$ cat config.mk
export PLATFORM = sky130hd
export DESIGN_NAME = uart_tx_fifo_flat
export DESIGN_NICKNAME = d
export VERILOG_FILES = /design/src/rtl/uart_tx_fifo_if.sv /design/src/rtl/uart_tx_fifo.sv /design/src/flat_wrapper.sv
export SDC_FILE = /design/constraint.sdc
export NUM_CORES = 1
export LEC_CHECK = 0
export ABC_AREA = 1
export CORE_ASPECT_RATIO = 1.1
export CORE_MARGIN = 5
export CORE_UTILIZATION = 23
export CTS_CLUSTER_DIAMETER = 60
export DETAILED_ROUTE_END_ITERATION = 7
export PLACE_DENSITY_LB_ADDON = 0.2
export REMOVE_ABC_BUFFERS = 1
export SYNTH_ARGS = -nofsm -noshare
export SYNTH_HDL_FRONTEND = slang
export SYNTH_SLANG_ARGS = --single-unit
export TNS_END_PERCENT = 5
$ cat constraint.sdc
create_clock -name clk -period 2.57 [get_ports clk]
set_clock_uncertainty 0.15 [all_clocks]
set_input_delay 0.257 -clock clk [delete_from_list [all_inputs] [get_ports clk]]
set_output_delay 0.257 -clock clk [all_outputs]
set_load 0.05 [all_outputs]
$ cat src/rtl/uart_tx_fifo_if.sv
// uart_tx_fifo_if: write handshake, serial line and status bundle for uart_tx_fifo
// master drives wr_data/wr_valid and observes the rest; slave is the transmitter side
interface uart_tx_fifo_if #(
  parameter int NUM_DATA_BITS = 8,
  parameter int FIFO_DEPTH = 4
);
  logic [NUM_DATA_BITS-1:0] wr_data;
  logic wr_valid;
  logic wr_ready;
  logic tx;
  logic busy;
  logic tx_done;
  logic [$clog2(FIFO_DEPTH):0] fifo_count;
  modport master(output wr_data, wr_valid, input wr_ready, tx, busy, tx_done, fifo_count);
  modport slave(input wr_data, wr_valid, output wr_ready, tx, busy, tx_done, fifo_count);
endinterface

$ cat src/rtl/uart_tx_fifo.sv
// uart_tx_fifo: FIFO-buffered UART transmitter with configurable data bits, parity and stop bits
// clk/rst: system clock, asynchronous active-high reset
// bus.wr_data/wr_valid/wr_ready: FIFO write handshake; bus.tx: serial line (idle high)
// bus.busy: frame in progress; bus.tx_done: one-cycle end-of-frame pulse; bus.fifo_count: words queued
module uart_tx_fifo #(
  parameter int FREQUENCY_IN_HZ = 100_000_000,
  parameter int BAUD = 115200,
  parameter int NUM_DATA_BITS = 8,
  parameter int PARITY = 0,
  parameter int STOP_BITS = 1,
  parameter int FIFO_DEPTH = 4
) (
  input logic clk,
  input logic rst,
  uart_tx_fifo_if.slave bus
);
  localparam int B = FREQUENCY_IN_HZ / BAUD;
  localparam int BW = $clog2(B);
  localparam int AW = $clog2(FIFO_DEPTH);
  localparam int CW = AW + 1;
  localparam logic [2:0] S_IDLE = 3'd0;
  localparam logic [2:0] S_START = 3'd1;
  localparam logic [2:0] S_DATA = 3'd2;
  localparam logic [2:0] S_PAR = 3'd3;
  localparam logic [2:0] S_STOP = 3'd4;
  logic [NUM_DATA_BITS-1:0] mem [FIFO_DEPTH];
  logic [AW-1:0] wptr, rptr;
  logic [CW-1:0] count;
  logic [2:0] state;
  logic [BW-1:0] cnt;
  logic [3:0] bidx;
  logic [NUM_DATA_BITS-1:0] sh, head;
  logic par, tx_q, done_q, tick, stop_end, push, pop;
  assign head = mem[rptr];
  assign tick = cnt == BW'(B - 1);
  assign stop_end = state == S_STOP && tick && bidx == 4'(STOP_BITS - 1);
  assign push = bus.wr_valid && bus.wr_ready;
  // a new frame is loaded either from idle or straight out of the last stop bit
  assign pop = (state == S_IDLE || stop_end) && count != '0;
  assign bus.wr_ready = count != CW'(FIFO_DEPTH);
  assign bus.fifo_count = count;
  assign bus.tx = tx_q;
  assign bus.busy = state != S_IDLE;
  assign bus.tx_done = done_q;
  always_ff @(posedge clk)
    if (push) mem[wptr] <= bus.wr_data;
  always_ff @(posedge clk or posedge rst)
    if (rst) begin
      wptr <= '0;
      rptr <= '0;
      count <= '0;
    end else begin
      wptr <= wptr + AW'(push);
      rptr <= rptr + AW'(pop);
      count <= count + CW'(push) - CW'(pop);
    end
  always_ff @(posedge clk or posedge rst)
    if (rst) begin
      state <= S_IDLE;
      cnt <= '0;
      bidx <= '0;
      sh <= '0;
      par <= 1'b0;
      tx_q <= 1'b1;
      done_q <= 1'b0;
    end else begin
      done_q <= stop_end;
      cnt <= (state == S_IDLE || tick) ? '0 : cnt + BW'(1);
      if (pop) begin
        sh <= head;
        par <= (PARITY == 2) ? ^head : ~^head;
        state <= S_START;
        tx_q <= 1'b0;
      end else begin
        case (state)
          S_START:
            if (tick) begin
              state <= S_DATA;
              tx_q <= sh[0];
              bidx <= '0;
            end
          S_DATA:
            if (tick) begin
              sh <= sh >> 1;
              if (bidx == 4'(NUM_DATA_BITS - 1)) begin
                state <= (PARITY != 0) ? S_PAR : S_STOP;
                tx_q <= (PARITY != 0) ? par : 1'b1;
                bidx <= '0;
              end else begin
                bidx <= bidx + 4'd1;
                tx_q <= sh[1];
              end
            end
          S_PAR:
            if (tick) begin
              state <= S_STOP;
              tx_q <= 1'b1;
              bidx <= '0;
            end
          S_STOP:
            if (stop_end) begin
              state <= S_IDLE;
              tx_q <= 1'b1;
            end else if (tick) bidx <= bidx + 4'd1;
          default: begin
            state <= S_IDLE;
            tx_q <= 1'b1;
          end
        endcase
      end
    end
endmodule

$ cat src/flat_wrapper.sv
// flat-port wrapper written by rule: the top's interface ports become plain ports
module uart_tx_fifo_flat 
#(
  parameter int FREQUENCY_IN_HZ = 100_000_000,
  parameter int BAUD = 115200,
  parameter int NUM_DATA_BITS = 8,
  parameter int PARITY = 0,
  parameter int STOP_BITS = 1,
  parameter int FIFO_DEPTH = 4
)
  (clk, rst, bus_wr_data, bus_wr_valid, bus_wr_ready, bus_tx, bus_busy, bus_tx_done, bus_fifo_count);
  uart_tx_fifo_if #(.NUM_DATA_BITS(NUM_DATA_BITS), .FIFO_DEPTH(FIFO_DEPTH)) bus_i ();
  input logic clk;
  input logic rst;
  input wire logic [$bits(bus_i.wr_data)-1:0] bus_wr_data;
  input wire logic [$bits(bus_i.wr_valid)-1:0] bus_wr_valid;
  output wire logic [$bits(bus_i.wr_ready)-1:0] bus_wr_ready;
  output wire logic [$bits(bus_i.tx)-1:0] bus_tx;
  output wire logic [$bits(bus_i.busy)-1:0] bus_busy;
  output wire logic [$bits(bus_i.tx_done)-1:0] bus_tx_done;
  output wire logic [$bits(bus_i.fifo_count)-1:0] bus_fifo_count;
  assign bus_i.wr_data = bus_wr_data;
  assign bus_i.wr_valid = bus_wr_valid;
  assign bus_wr_ready = bus_i.wr_ready;
  assign bus_tx = bus_i.tx;
  assign bus_busy = bus_i.busy;
  assign bus_tx_done = bus_i.tx_done;
  assign bus_fifo_count = bus_i.fifo_count;
  uart_tx_fifo #(.FREQUENCY_IN_HZ(FREQUENCY_IN_HZ), .BAUD(BAUD), .NUM_DATA_BITS(NUM_DATA_BITS), .PARITY(PARITY), .STOP_BITS(STOP_BITS), .FIFO_DEPTH(FIFO_DEPTH)) u_core (.clk(clk), .rst(rst), .bus(bus_i));
endmodule
# ---- Word-level counts from Yosys, hierarchy flattened
# Memory sizes are Yosys's and may differ from the RTL's.
# Cells that the tools add are included.
dict set report totals {
  ram_bits 32
  wordCells 77
  output_inout_bits 7
  inputBits 11
  reg_bits 34
  n_memories 1
}
# memory words width read_ports rd_clocked_by_memory_dff write_ports line_no
set mem_list {}
lappend mem_list {u_core.mem 4 8 1 0 1 uart_tx_fifo.sv:26} ;# logic [NUM_DATA_BITS-1:0] mem [FIFO_DEPTH];
dict set report op_classes {
  eq_ne 16
  muxes 26
  add_sub_neg 6
  n_bitwise 1
  reduce_logical 18
}
# cell count
set op_table {}
lappend op_table {{$mux W8} 3}
lappend op_table {{$mux W4} 5}
lappend op_table {{$mux W3} 6}
lappend op_table {{$ne A3 B1 Y1 const B} 5}
lappend op_table {{$pmux W3 S4} 1}
lappend op_table {{$pmux W4 S3} 1}
lappend op_table {{$add A10 B1 Y10 const B} 1}
lappend op_table {{$eq A10 B10 Y1 const B} 1}
lappend op_table {{$mux W10} 1}
lappend op_table {{$reduce_bool A3 Y1} 3}
lappend op_table {{$mux W1} 8}
lappend op_table {{$eq A3 B2 Y1 const B} 2}
lappend op_table {{$ne A2 B1 Y1 const B} 3}
lappend op_table {{$reduce_and A6 Y1} 1}
lappend op_table {{$reduce_and A5 Y1} 1}
lappend op_table {{$add A2 B1 Y2} 2}
lappend op_table {{$add A4 B1 Y4 const B} 1}
lappend op_table {{$eq A4 B3 Y1 const B} 1}
lappend op_table {{$logic_and A1 B1 Y1} 4}
lappend op_table {{$logic_not A4 Y1} 1}
lappend op_table {{$pmux W1 S4} 1}
lappend op_table {{$reduce_and A4 Y1} 1}
lappend op_table {{$reduce_bool A2 Y1} 2}
lappend op_table {{$add A3 B1 Y3} 1}
lappend op_table {{10 further kinds} 11}

# ---- Logic depth before layout (Yosys ltp)
dict set report depth {
  word_depth 7
  mapped_depth 11
  ltp_nobuf 11
}

# ---- Worst setup path after synthesis
# OpenSTA, ideal clock, no wires.
dict set report synth_timing {
  path_type {register to register}
  start {register u_core.count[1], in the netlist u_core.bus.fifo_count[1]}
  end {memory u_core.mem[0][0], enable pin}
  setup_slack_ps -37
  path_stages_with_launch 5
  setup_ps 383
  t_arrival_ps 2074
  path_buffers 0
  t_required_ps 2037
  path_cell_list {dfrtp_1 inv_1 nand3_1 nand2_1 nor3_1}
}
dict set report synth_between {
  elab_chain_len 4
}
# item line_no
set synth_rtl {}
lappend synth_rtl {{start: declaration} uart_tx_fifo.sv:28} ;# logic [CW-1:0] count;
lappend synth_rtl {{start signal: assignment} uart_tx_fifo.sv:55} ;# count <= count + CW'(push) - CW'(pop);
lappend synth_rtl {{$ne A3 B3 Y1} uart_tx_fifo.sv:40} ;# assign bus.wr_ready = count != CW'(FIFO_DEPTH);
lappend synth_rtl {{via bus_wr_ready} flat_wrapper.sv:17} ;# output wire logic [$bits(bus_i.wr_ready)-1:0] bus_wr_ready;
lappend synth_rtl {{$logic_and A1 B1 Y1} uart_tx_fifo.sv:37} ;# assign push = bus.wr_valid && bus.wr_ready;
lappend synth_rtl {{$mux W1} uart_tx_fifo.sv:46} ;# if (push) mem[wptr] <= bus.wr_data;
lappend synth_rtl {{$mux W1 (not written as such)} uart_tx_fifo.sv:46}
lappend synth_rtl {{end: declaration} uart_tx_fifo.sv:26}
# The timed path passes the listed nets, and every way through them passes these cells.

# ---- Worst setup path after layout
dict set report layout_timing {
  start {register u_core.state[2]}
  end {output bus_busy}
}
dict set report layout_between {
  elab_chain_len 1
}
# item line_no
set layout_rtl {}
lappend layout_rtl {{start: declaration} uart_tx_fifo.sv:29} ;# logic [2:0] state;
lappend layout_rtl {{start signal: assignment} uart_tx_fifo.sv:86} ;# state <= (PARITY != 0) ? S_PAR : S_STOP;
lappend layout_rtl {{$reduce_bool A3 Y1} uart_tx_fifo.sv:43} ;# assign bus.busy = state != S_IDLE;
lappend layout_rtl {{end: declaration} flat_wrapper.sv:19} ;# output wire logic [$bits(bus_i.busy)-1:0] bus_busy;
# No other way between the ends.

==> reports/qor.csv <==
stage;metric;value;unit
run_status;status;complete, no violations;
global_route;grt_max_degree;35;
timing;fmaxAchievable;0.416;GHz
critical_path;critPathSlowestCell;clkdlybuf4s50_1;
global_route;grt_usage;0.0884;
logic_synthesis;ys_async_sr_fraction;0.515;
critical_path;critPathMaxFanout;5;
die;die_area;15600;um^2
logic_synthesis;synth_cell_type_count;33;
die;ios;18;
global_route;grt_overflow;0;
timing;final_hold_viol_count;0;
timing;min_period;2400;ps
critical_path;rrSetupSlack;210;ps
critical_path;path_class;register to output pin;
pwr;p_comb_frac;0.352;
route;drc;0;
timing;setup_slack;166;ps
logic_synthesis;synth-seq-area-share;0.595;
logic_synthesis;ys_warn_count;0;
critical_path;startpoint;u_core.state[2]$_DFFE_PP0P_;
route;vias;2114;
pwr;switchingPower;1.68;mW
die;initial_utilization;0.232;
logic_synthesis;synth_common_cells;nand2_1, nor2_1, dfrtp_1, edfxtp_1, inv_1;
route;first_pass_iters;4;
critical_path;crit_cells;3;
timing;relSlewSlack;0.650;
pwr;p_clk_frac;0.279;
pwr;powerDensity;1170;nW/um^2
clock_tree;cts_tree;built;
logic_synthesis;synth_area_leaders;edfxtp_1, dfrtp_1, nand2_1;
route;ant_nets;0;
timing;final.setup.tns;0;ps
logic_synthesis;synth-seq-cells;66;
pwr;finalPower;4.40;mW
critical_path;r2r-end;u_core.bus.fifo_count[2]$_DFF_PP0_;
pwr;p_seq_frac;0.369;
critical_path;slowest_delay;870;ps
logic_synthesis;ys_dominant_reg_cell;dfrtp_1;
worst_hold_path;hp-class;input port to asynchronous set/reset pin;
timing;grt_setup_unrepaired;false;
critical_path;crit_required;2160;ps
clock_tree;clk_latency;330;ps
clock_tree;clockBufferDepth;2;
global_route;busiest_layer;met2;
die;row_count;44;
critical_path;ff2ff_path_depth;10;
cells_and_area;layout.nets;352;
route;vias_per_cell;4.23;
die;core;13100;um^2
placement;place_hpwl;4.20;mm
logic_synthesis;syn_area_per_cell;10.0;um^2
global_route;grt_antenna_before_repair;0;
cells_and_area;area_growth_syn_to_layout;23.0;%
logic_synthesis;syn_area;3050;um^2
cells_and_area;finalInstanceArea;3740;um^2
critical_path;r2r-start;u_core.cnt[0]$_DFF_PP0_;
cells_and_area;multi_input_area;1090;um^2
cells_and_area;fillerInstances;1409;
run;drv_cap;0;
pwr;p_leak;1.55;nW
die;die_w;120;um
logic_synthesis;yosysMostFrequentCell;nand2_1;
pwr;p_sw_frac;0.382;
clock_tree;htree_num_levels;3;
die;die_h;131;um
critical_path;cp_data_arrival_time;2000;ps
placement;io_buffer_count;17;
critical_path;critPathCaptureType;output pin;
route;wl;6.10;mm
pwr;internal_power;2.72;mW
cells_and_area;register_area;1810;um^2
cells_and_area;drive_gt1_frac;0.142;
timing;setup_viol;0;
timing;min_period_over_period;0.935;
logic_synthesis;synth_top_cell_area_share;0.316;
route;first_iter_violations;83;
cells_and_area;insertedDiodeCount;0;
pwr;ir_drop;0.000357;V
route;routedWlPerCell;12.2;um
timing;worstMarginPinSlew;523;ps
clock_tree;cts.sinks;66;
clock_tree;numCtsBuffers;9;
placement;placed_cell_area;3440;um^2
global_route;grt_pass1_vias;2257;
global_route;grtUsageMet2;0.151;
clock_tree;clock-root-buffer;clkbuf_16;
critical_path;start_kind;register;
clock_tree;path_clk_slew;60;ps
placement;preCtsSetupSlack;135;ps
global_route;gr-usage-met1;0.103;
logic_synthesis;synth_edf_count;32;
timing;maxSlewViolCount;0;
logic_synthesis;yosysTopAreaCell;edfxtp_1;
global_route;use_met3;0.0263;
critical_path;crit_chain;inv_1 -> nand2_1 -> clkdlybuf4s50_1;
logic_synthesis;synthCells;304;
placement;gp_congestion;0.736;
global_route;grt_pass1_wl;10.8;mm
critical_path;cp_num_buf_inv;2;
critical_path;crit_family;buffers and inverters;
## area by class of cell
| type | instances | area share |
|---|---|---|
| clock buffers | 9 | 0.0601 |
| repair buffers | 24 | 0.0595 |
| well taps | 161 | 0.0538 |
| clock inverters | 7 | 0.0204 |
| inverters | 31 | 0.0311 |
| flip-flops and latches | 66 | 0.484 |
| multi-input cells | 202 | 0.291 |
## power groups by stage
| stage | sequential [mW] | combinational [mW] | clock [mW] |
|---|---|---|---|
| floorplan | 1.74 | 0.991 | 0 |
| global placement | 1.64 | 1.58 | 0 |
| detailed placement | 1.65 | 1.59 | 0 |
| CTS | 1.63 | 1.59 | 1.27 |
| global route | 1.68 | 1.78 | 1.32 |
| finish | 1.62 | 1.55 | 1.23 |
## kinds of logic (layout without fill, tap and decap cells)
logic type	after synthesis	after routing	synth area share
xor gates and xnor gates	4	4	0.0115
AOI/OAI and AO/OA	42	42	0.0830
buffers and inverters	36	71	0.0477
adders and majority gates	7	7	0.0312
and+or+nand+nor	149	149	0.231
DFF	66	66	0.595
## worst min-delay path, stage by stage
cell and delay (ps):
clkdlybuf4s50_1 390, inv_1 50, buf_4 390
## registers in the layout, indices dropped and copies added, names as in the netlist
signal,count
u_core.bus.tx,1
u_core.mem,32
u_core.rptr,2
u_core.bidx,4
u_core.cnt,10
u_core.wptr,2
u_core.bus.fifo_count,3
u_core.state,3
u_core.bus.tx_done,1
u_core.sh,8
## metrics by stage
stage,util,hold slack (ps),cells
floorplan,-,206,299
global placement,0.263,309,484
detailed placement,0.263,308,484
CTS,0.286,190,500
global route,0.286,255,500
finish,0.286,178,500
## layer usage
metal | vias to the layer above | share of wire
li1 | 1072 | -
met1 | 1012 | 0.47
met2 | 19 | 0.49
met3 | 11 | 0.029
met4 | 0 | 0.018
met5 | - | 0
## cell usage in the layout, fill, tap and decap left out, types with 2 or more instances in the layout
cell	synthesis	routed
clkdlybuf4s50_1	0	17
o22ai_1	8	8
nor2_1	48	47
clkbuf_16	0	9
nor2_2	9	10
a22oi_1	2	2
nor3b_1	3	3
dfrtp_1	33	33
xor2_1	3	3
nand3_1	8	8
nor2_4	3	3
nor3_1	11	11
inv_6	0	2
nand4_1	2	2
ha_1	6	6
a21oi_1	7	7
nand3_2	3	3
a21oi_4	2	2
inv_1	31	31
buf_4	0	7
edfxtp_1	32	32
nand2_2	4	4
nand2_1	54	54
clkinv_4	0	2
o21ai_0	20	20
## how the worst max path moves through the flow
stage / end / slack, ps
after floorplan: u_core.mem[0][0]$_DFFE_PP_ / -40
final: bus_busy / 170
after global placement: u_core.bus.fifo_count[2]$_DFF_PP0_ / 180
after global routing: u_core.bus.fifo_count[2]$_DFF_PP0_ / 30
after detailed placement: u_core.bus.fifo_count[2]$_DFF_PP0_ / 130
after CTS: u_core.bus.fifo_count[2]$_DFF_PP0_ / 110
## repair_timing
action                                  in CTS  in global routing
buffers inserted                             0                  0
hold buffers                                 0                  0
endpoints found under the setup margin       0                  1
resized for setup                            0                  1
(Power assumes the default switching activity.)
